<file path="config.mk">
export PLATFORM = sky130hd
export DESIGN_NAME = btn_conditioner
export DESIGN_NICKNAME = d
export VERILOG_FILES = /design/src/rtl/btn_conditioner_pkg.sv /design/src/rtl/btn_conditioner_channel.sv /design/src/rtl/btn_conditioner.sv
export SDC_FILE = /design/constraint.sdc
export NUM_CORES = 1
export LEC_CHECK = 0
export CAP_MARGIN = 20
export CORE_MARGIN = 4
export CORE_UTILIZATION = 35
export CTS_CLUSTER_SIZE = 28
export DETAILED_ROUTE_END_ITERATION = 6
export GPL_ROUTABILITY_DRIVEN = 0
export SLEW_MARGIN = 5
export SYNTH_ARGS = -nofsm -noshare
export SYNTH_HDL_FRONTEND = slang
export SYNTH_HIERARCHICAL = 1
export SYNTH_SLANG_ARGS = --single-unit
</file>
<file path="constraint.sdc">
create_clock -name clk_clk -period 3.9 [get_ports clk_clk]
set_input_delay 0.78 -clock clk_clk [delete_from_list [all_inputs] [get_ports clk_clk]]
set_output_delay 0.78 -clock clk_clk [all_outputs]
set_load 0.05 [all_outputs]
</file>
<file path="src/rtl/btn_conditioner_pkg.sv">
// Shared types and helpers for the alarm-clock panel input conditioner.
//   btn_state_t     : per-button event FSM state (IDLE -> DELAY -> REPEAT)
//   pulse_phase_t   : phase of the fixed-width event pulse generator
//   cnt_width()     : width of a counter that must hold any of the timing values
package btn_conditioner_pkg;

    typedef enum logic [1:0] {
        IDLE   = 2'd0,
        DELAY  = 2'd1,
        REPEAT = 2'd2
    } btn_state_t;

    typedef enum logic [1:0] {
        P_IDLE = 2'd0,
        P_HIGH = 2'd1,
        P_GAP  = 2'd2
    } pulse_phase_t;

    // Bits needed to count up to the largest of the four timing values.
    function automatic int cnt_width(input int a, input int b, input int c, input int d);
        int m;
        m = a;
        if (b > m) m = b;
        if (c > m) m = c;
        if (d > m) m = d;
        return (m < 2) ? 1 : $clog2(m + 1);
    endfunction

endpackage

</file>
<file path="src/rtl/btn_conditioner_channel.sv">
// One push-button channel: 2-flop synchroniser, debouncer, press/auto-repeat
// event FSM and fixed-width pulse generator.
// Ports:
//   clk, rst_n : clock and asynchronous active-low reset
//   raw_n      : raw key from the pin, low = pressed
//   freeze     : holds the auto-repeat counter and suppresses repeat events
//   pressed    : debounced key level (1 = pressed)
//   pulse      : event pulses, PULSE_CYCLES high then at least PULSE_CYCLES low
module btn_channel
    import btn_conditioner_pkg::*;
#(
    parameter bit REPEAT_EN            = 1'b1,
    parameter int DEBOUNCE_CYCLES      = 1000000,
    parameter int REPEAT_DELAY_CYCLES  = 25000000,
    parameter int REPEAT_PERIOD_CYCLES = 5000000,
    parameter int PULSE_CYCLES         = 50000
) (
    input  logic clk,
    input  logic rst_n,
    input  logic raw_n,
    input  logic freeze,
    output logic pressed,
    output logic pulse
);

    localparam int CW = cnt_width(DEBOUNCE_CYCLES, REPEAT_DELAY_CYCLES,
                                  REPEAT_PERIOD_CYCLES, PULSE_CYCLES);
    localparam logic [CW-1:0] DB_LAST  = CW'(DEBOUNCE_CYCLES - 1);
    localparam logic [CW-1:0] RD_LAST  = CW'(REPEAT_DELAY_CYCLES);
    localparam logic [CW-1:0] RP_LAST  = CW'(REPEAT_PERIOD_CYCLES);
    localparam logic [CW-1:0] PL_LAST  = CW'(PULSE_CYCLES);
    localparam logic [CW-1:0] ONE      = CW'(1);

    // ---------------- synchroniser + debouncer ----------------
    logic          sync1_reg, sync2_reg;
    logic          deb_reg;
    logic [CW-1:0] dcnt_reg;
    logic          sync_pressed;

    assign sync_pressed = ~sync2_reg;

    always_ff @(posedge clk or negedge rst_n) begin
        if (!rst_n) begin
            sync1_reg <= 1'b1;
            sync2_reg <= 1'b1;
            deb_reg   <= 1'b0;
            dcnt_reg  <= '0;
        end else begin
            sync1_reg <= raw_n;
            sync2_reg <= sync1_reg;
            if (sync_pressed != deb_reg) begin
                if (dcnt_reg == DB_LAST) begin
                    deb_reg  <= ~deb_reg;
                    dcnt_reg <= '0;
                end else begin
                    dcnt_reg <= dcnt_reg + ONE;
                end
            end else begin
                dcnt_reg <= '0;
            end
        end
    end

    assign pressed = deb_reg;

    // ---------------- event FSM ----------------
    // The hold counter starts at 1 on the press cycle so that the first
    // repeat lands exactly REPEAT_DELAY_CYCLES after the press event.
    btn_state_t    state_reg, state_next;
    logic [CW-1:0] hcnt_reg, hcnt_next;
    logic          ev_reg, ev_next;

    always_ff @(posedge clk or negedge rst_n) begin
        if (!rst_n) begin
            state_reg <= IDLE;
            hcnt_reg  <= '0;
            ev_reg    <= 1'b0;
        end else begin
            state_reg <= state_next;
            hcnt_reg  <= hcnt_next;
            ev_reg    <= ev_next;
        end
    end

    always_comb begin
        state_next = state_reg;
        hcnt_next  = hcnt_reg;
        ev_next    = 1'b0;
        case (state_reg)
            IDLE: begin
                if (deb_reg) begin
                    ev_next    = 1'b1;
                    hcnt_next  = ONE;
                    state_next = DELAY;
                end
            end
            DELAY: begin
                if (!deb_reg) begin
                    state_next = IDLE;
                    hcnt_next  = '0;
                end else if (!freeze) begin
                    if (hcnt_reg == RD_LAST) begin
                        // Without repeat the counter parks here until release.
                        if (REPEAT_EN) begin
                            ev_next    = 1'b1;
                            hcnt_next  = ONE;
                            state_next = REPEAT;
                        end
                    end else begin
                        hcnt_next = hcnt_reg + ONE;
                    end
                end
            end
            REPEAT: begin
                if (!deb_reg) begin
                    state_next = IDLE;
                    hcnt_next  = '0;
                end else if (!freeze) begin
                    if (hcnt_reg == RP_LAST) begin
                        ev_next   = 1'b1;
                        hcnt_next = ONE;
                    end else begin
                        hcnt_next = hcnt_reg + ONE;
                    end
                end
            end
            default: begin
                state_next = IDLE;
                hcnt_next  = '0;
            end
        endcase
    end

    // ---------------- pulse generator ----------------
    // One-deep pending slot: an event during HIGH/GAP is remembered and
    // issued at the end of the gap; extra events while pending are dropped.
    pulse_phase_t  phase_reg, phase_next;
    logic [CW-1:0] pcnt_reg, pcnt_next;
    logic          pend_reg, pend_next;

    always_ff @(posedge clk or negedge rst_n) begin
        if (!rst_n) begin
            phase_reg <= P_IDLE;
            pcnt_reg  <= '0;
            pend_reg  <= 1'b0;
        end else begin
            phase_reg <= phase_next;
            pcnt_reg  <= pcnt_next;
            pend_reg  <= pend_next;
        end
    end

    always_comb begin
        phase_next = phase_reg;
        pcnt_next  = pcnt_reg;
        pend_next  = pend_reg;
        case (phase_reg)
            P_IDLE: begin
                if (ev_reg) begin
                    phase_next = P_HIGH;
                    pcnt_next  = ONE;
                end
            end
            P_HIGH: begin
                if (ev_reg) pend_next = 1'b1;
                if (pcnt_reg == PL_LAST) begin
                    phase_next = P_GAP;
                    pcnt_next  = ONE;
                end else begin
                    pcnt_next = pcnt_reg + ONE;
                end
            end
            P_GAP: begin
                if (pcnt_reg == PL_LAST) begin
                    pend_next = 1'b0;
                    if (pend_reg || ev_reg) begin
                        phase_next = P_HIGH;
                        pcnt_next  = ONE;
                    end else begin
                        phase_next = P_IDLE;
                        pcnt_next  = '0;
                    end
                end else begin
                    pcnt_next = pcnt_reg + ONE;
                    if (ev_reg) pend_next = 1'b1;
                end
            end
            default: begin
                phase_next = P_IDLE;
                pcnt_next  = '0;
                pend_next  = 1'b0;
            end
        endcase
    end

    assign pulse = (phase_reg == P_HIGH);

endmodule

</file>
<file path="src/rtl/btn_conditioner.sv">
// Alarm-clock panel input conditioner. Synchronises and debounces the raw
// active-low keys and slide switches; keys become event pulses (UP/DOWN with
// auto-repeat), switches become clean levels.
// Ports:
//   clk_clk, reset_reset_n          : clock, asynchronous active-low reset
//   btn_up_n/btn_down_n/btn_set_n   : raw keys, low = pressed
//   swc_sel_raw/swc_activate_raw    : raw slide switches
//   btn_up_o/btn_down_o/btn_set_o   : event pulses (active-high)
//   swc_sel_o/swc_activate_o        : debounced switch levels
module btn_conditioner
    import btn_conditioner_pkg::*;
#(
    parameter int DEBOUNCE_CYCLES      = 1000000,
    parameter int REPEAT_DELAY_CYCLES  = 25000000,
    parameter int REPEAT_PERIOD_CYCLES = 5000000,
    parameter int PULSE_CYCLES         = 50000
) (
    input  logic clk_clk,
    input  logic reset_reset_n,
    input  logic btn_up_n,
    input  logic btn_down_n,
    input  logic btn_set_n,
    input  logic swc_sel_raw,
    input  logic swc_activate_raw,
    output logic btn_up_o,
    output logic btn_down_o,
    output logic btn_set_o,
    output logic swc_sel_o,
    output logic swc_activate_o
);

    localparam int DW = cnt_width(DEBOUNCE_CYCLES, 2, 2, 2);
    localparam logic [DW-1:0] DB_LAST = DW'(DEBOUNCE_CYCLES - 1);
    // SET takes no part in the UP+DOWN interlock.
    localparam logic [2:0] NOT_INTERLOCKED = 3'b100;

    // ---------------- buttons: index 0 = UP, 1 = DOWN, 2 = SET ----------------
    logic [2:0] key_raw_n;
    logic [2:0] key_pressed;
    logic [2:0] key_pulse;
    logic       interlock;

    assign key_raw_n = {btn_set_n, btn_down_n, btn_up_n};
    assign interlock = &(key_pressed | NOT_INTERLOCKED);

    for (genvar gi = 0; gi < 3; gi++) begin : g_key
        localparam bit RPT = (gi != 2);
        btn_channel #(
            .REPEAT_EN            (RPT),
            .DEBOUNCE_CYCLES      (DEBOUNCE_CYCLES),
            .REPEAT_DELAY_CYCLES  (REPEAT_DELAY_CYCLES),
            .REPEAT_PERIOD_CYCLES (REPEAT_PERIOD_CYCLES),
            .PULSE_CYCLES         (PULSE_CYCLES)
        ) u_chan (
            .clk     (clk_clk),
            .rst_n   (reset_reset_n),
            .raw_n   (key_raw_n[gi]),
            .freeze  (interlock & RPT),
            .pressed (key_pressed[gi]),
            .pulse   (key_pulse[gi])
        );
    end

    assign btn_up_o   = key_pulse[0];
    assign btn_down_o = key_pulse[1];
    assign btn_set_o  = key_pulse[2];

    // ---------------- switches: index 0 = SEL, 1 = ACTIVATE ----------------
    // Two register stages after the debouncer give switches the same
    // input-to-output latency as a key's first event.
    logic [1:0] sw_raw;
    logic [1:0] sw_level;

    assign sw_raw = {swc_activate_raw, swc_sel_raw};

    for (genvar gi = 0; gi < 2; gi++) begin : g_sw
        logic          sync1_reg, sync2_reg, deb_reg, dly_reg, out_reg;
        logic [DW-1:0] dcnt_reg;

        always_ff @(posedge clk_clk or negedge reset_reset_n) begin
            if (!reset_reset_n) begin
                sync1_reg <= 1'b0;
                sync2_reg <= 1'b0;
                deb_reg   <= 1'b0;
                dcnt_reg  <= '0;
                dly_reg   <= 1'b0;
                out_reg   <= 1'b0;
            end else begin
                sync1_reg <= sw_raw[gi];
                sync2_reg <= sync1_reg;
                if (sync2_reg != deb_reg) begin
                    if (dcnt_reg == DB_LAST) begin
                        deb_reg  <= ~deb_reg;
                        dcnt_reg <= '0;
                    end else begin
                        dcnt_reg <= dcnt_reg + DW'(1);
                    end
                end else begin
                    dcnt_reg <= '0;
                end
                dly_reg <= deb_reg;
                out_reg <= dly_reg;
            end
        end

        assign sw_level[gi] = out_reg;
    end

    assign swc_sel_o      = sw_level[0];
    assign swc_activate_o = sw_level[1];

endmodule

</file>
==> qor_table.md <==
| Item | Reported | Unit |
|:---|:---|:---|
| Run status | complete, no violations | - |
| Total half-perimeter wirelength after legalization and detailed placement | 20200 | µm |
| Switch Pwr | 1.33 | mW |
| Synthesized area | 15000 | µm² |
| CP Data Arrival Time | 2.16 | ns |
| Die area | 46400 | µm² |
| Maximum clock skew at final layout | 0.0113 | ns |
| Maximum level of the CTS H-tree | 2 | - |
| First-pass GRT wire length | 54400 | µm |
| Number of antenna-violating nets in the routed design | 0 | - |
| Worst-path clk slew | 0.06 | ns |
| Post-DR vias/cell | 5.40 | - |
| Cell-internal power | 4.87 | mW |
| Final standard cell utilization of the core | 0.398 | - |
| Die height | 215 | µm |
| P per Cell Area | 369 | nW/µm² |
| Most common library cell in the layout ignoring fill and taps | sky130_fd_sc_hd__dfrtp_1 | - |
| Worst setup SP type | flop | - |
| Cts bufs inserted | 35 | - |
| Port Buf Inserts | 11 | - |
| Final Routed Wirelength | 30900 | µm |
| Number of endpoints failing setup at the final stage | 0 | - |
| Final Non-Filler Cells | 2180 | - |
| Vias after detailed routing | 11800 | - |
| Final Cell Area | 16800 | µm² |
| Share of post-route cells with drive strength above 1 | 0.0695 | - |
| Post_cts resized | 0 | - |
| Later-pin clock latency in the skew report | 0.52 | ns |
| Setup repair after global routing missed its margin | no | - |
| Required arrival time at the worst endpoint | 3.12 | ns |
| Relative contribution of the clock network to total power | 0.513 | - |
| Syn nets | 1660 | - |
| Number of antenna violations at the first check in global routing | 0 | - |
| Switch share | 0.215 | - |
| Die boundary width | 215 | µm |
| Max Freq | 0.340 | GHz |
| Time the worst path needs with I/O delays and setup | 2.94 | ns |
| Number of instances in the placed design | 2119 | - |
| Antenna Cells | 0 | - |
| Placed instance area | 15700 | µm² |
| Startpoint-to-endpoint class of the critical path | flop to output pin | - |
| Logic gate share of total power | 0.019 | - |
| Synth-to-layout area growth | 11.6 | % |
| DR WL/cell | 14.2 | µm |
| Critical path fanouts, max | 7 | - |
| Total of max-cap violations | 0 | - |
| 1st-pass router iterations | 6 | - |
| Number of instances in the synthesized netlist | 1617 | - |
| Root buffer cell | sky130_fd_sc_hd__clkbuf_16 | - |
| Share of the clock period used by the worst path after layout | 0.755 | - |
| Worst slack on hold paths | 0.245 | ns |
| Number of primary I/O pins | 12 | - |
| Worst slew margin relative to its limit | 0.333 | - |
| TritonCTS clock tree | yes | - |
| Total core area | 42200 | µm² |
| Flip-flop and latch area | 6910 | µm² |
| Post-Route Setup TNS | 0 | ns |
| Number of post-CTS setup repair buffers | 0 | - |
| Vias in the first global route | 11300 | - |
| Most frequent cells in the layout | sky130_fd_sc_hd__dfrtp_1, sky130_fd_sc_hd__nor2_1, sky130_fd_sc_hd__nand2_1 | - |
| Filler Cells Inserted | 4128 | - |
| Number of clock sinks | 276 | - |
| Multi-input gate area in the final layout | 7570 | µm² |
| YS warnings | 6 | - |
| # DRC | 0 | - |
| Remaining global-route overflow | 0 | - |
| Iter 0 DRT Violations | 883 | - |
| Max Buffers Root-to-Sink | 3 | - |
| Static leakage power | 6.92 | nW |
| Number of buffers added to fix hold violations after cts | 0 | - |
| Capturing element type of the critical path | output pin | - |
| Endpoints failing hold | 0 | - |
| Post-layout nets | 1660 | - |
| Worst vdd rail ir drop | 0.000220 | V |
| R2r startpoint | g_key[2].u_chan/phase_reg[0] | - |
| Starting density of the core | 0.356 | - |
| Slew at the pin closest to its max-slew limit | 1.00 | ns |
| Register share of total power | 0.468 | - |
| Pin count of the biggest net entering global routing | 86 | - |
| Hold crit path type | input port to async pin | - |
| Number of rows created at floorplan | 75 | - |
| Total track usage | 0.134 | - |
| Mean instance size in the synthesized netlist | 9.31 | µm² |
| Max Transition Viols Final | 0 | - |
| Critical path launch point | g_key[2].u_chan/phase_reg[1] | - |
## path summary, 6_finish.rpt
kind	to	depth (start not counted)	slack, ns
worst max-delay path	btn_set_o	3	0.96
worst min-delay path	g_key[0].u_chan/dcnt_reg[2]	1	0.25
worst max register to register	g_key[2].u_chan/pcnt_reg[14]	6	1.16
worst min register to register	swc_sel_o	0	0.35
max in group asynchronous	g_key[2].u_chan/pcnt_reg[0]	2	2.66
min in group clk_clk	swc_sel_o	0	0.35
## metrics by stage
stage	power, mW	setup slack (ns)
after floorplan	2.99	1.74
after CTS	6.33	0.906
final	6.20	0.955
after global routing	6.47	0.845
after detailed placement	3.08	1.18
after global placement	3.08	1.27
## metal layers
metal | up-vias | global-route usage | routed length [µm]
met2 | 143 | 0.209 | 13900
met1 | 5741 | 0.190 | 15400
li1 | 5840 | - | -
met5 | - | 0 | 0
met3 | 45 | 0.0222 | 995
met4 | 0 | 0.0414 | 641
## layout make-up
cell class	instances	share of cell area
Tap cell	539	0.0402
Sequential cell	276	0.412
Inverter	67	0.0150
Multi-Input combinational cell	1213	0.451
Clock buffer	48	0.0606
Clock inverter	13	0.00715
Timing Repair Buffer	24	0.0142
## critical path, cell delays in order, from the launching register on
cell and delay (ns):
sky130_fd_sc_hd__dfrtp_1 0.39, sky130_fd_sc_hd__inv_1 0.10, sky130_fd_sc_hd__ha_1 0.29, sky130_fd_sc_hd__clkdlybuf4s50_1 0.86
## power by group through the flow
stage	clock network, mW	registers, mW	logic, mW
global route	3.42	2.90	0.141
floorplan	0	2.95	0.0420
finish	3.18	2.90	0.119
detailed placement	0	2.95	0.126
CTS	3.30	2.90	0.126
global placement	0	2.95	0.125
No activity file was read; power rests on OpenSTA's default activity.
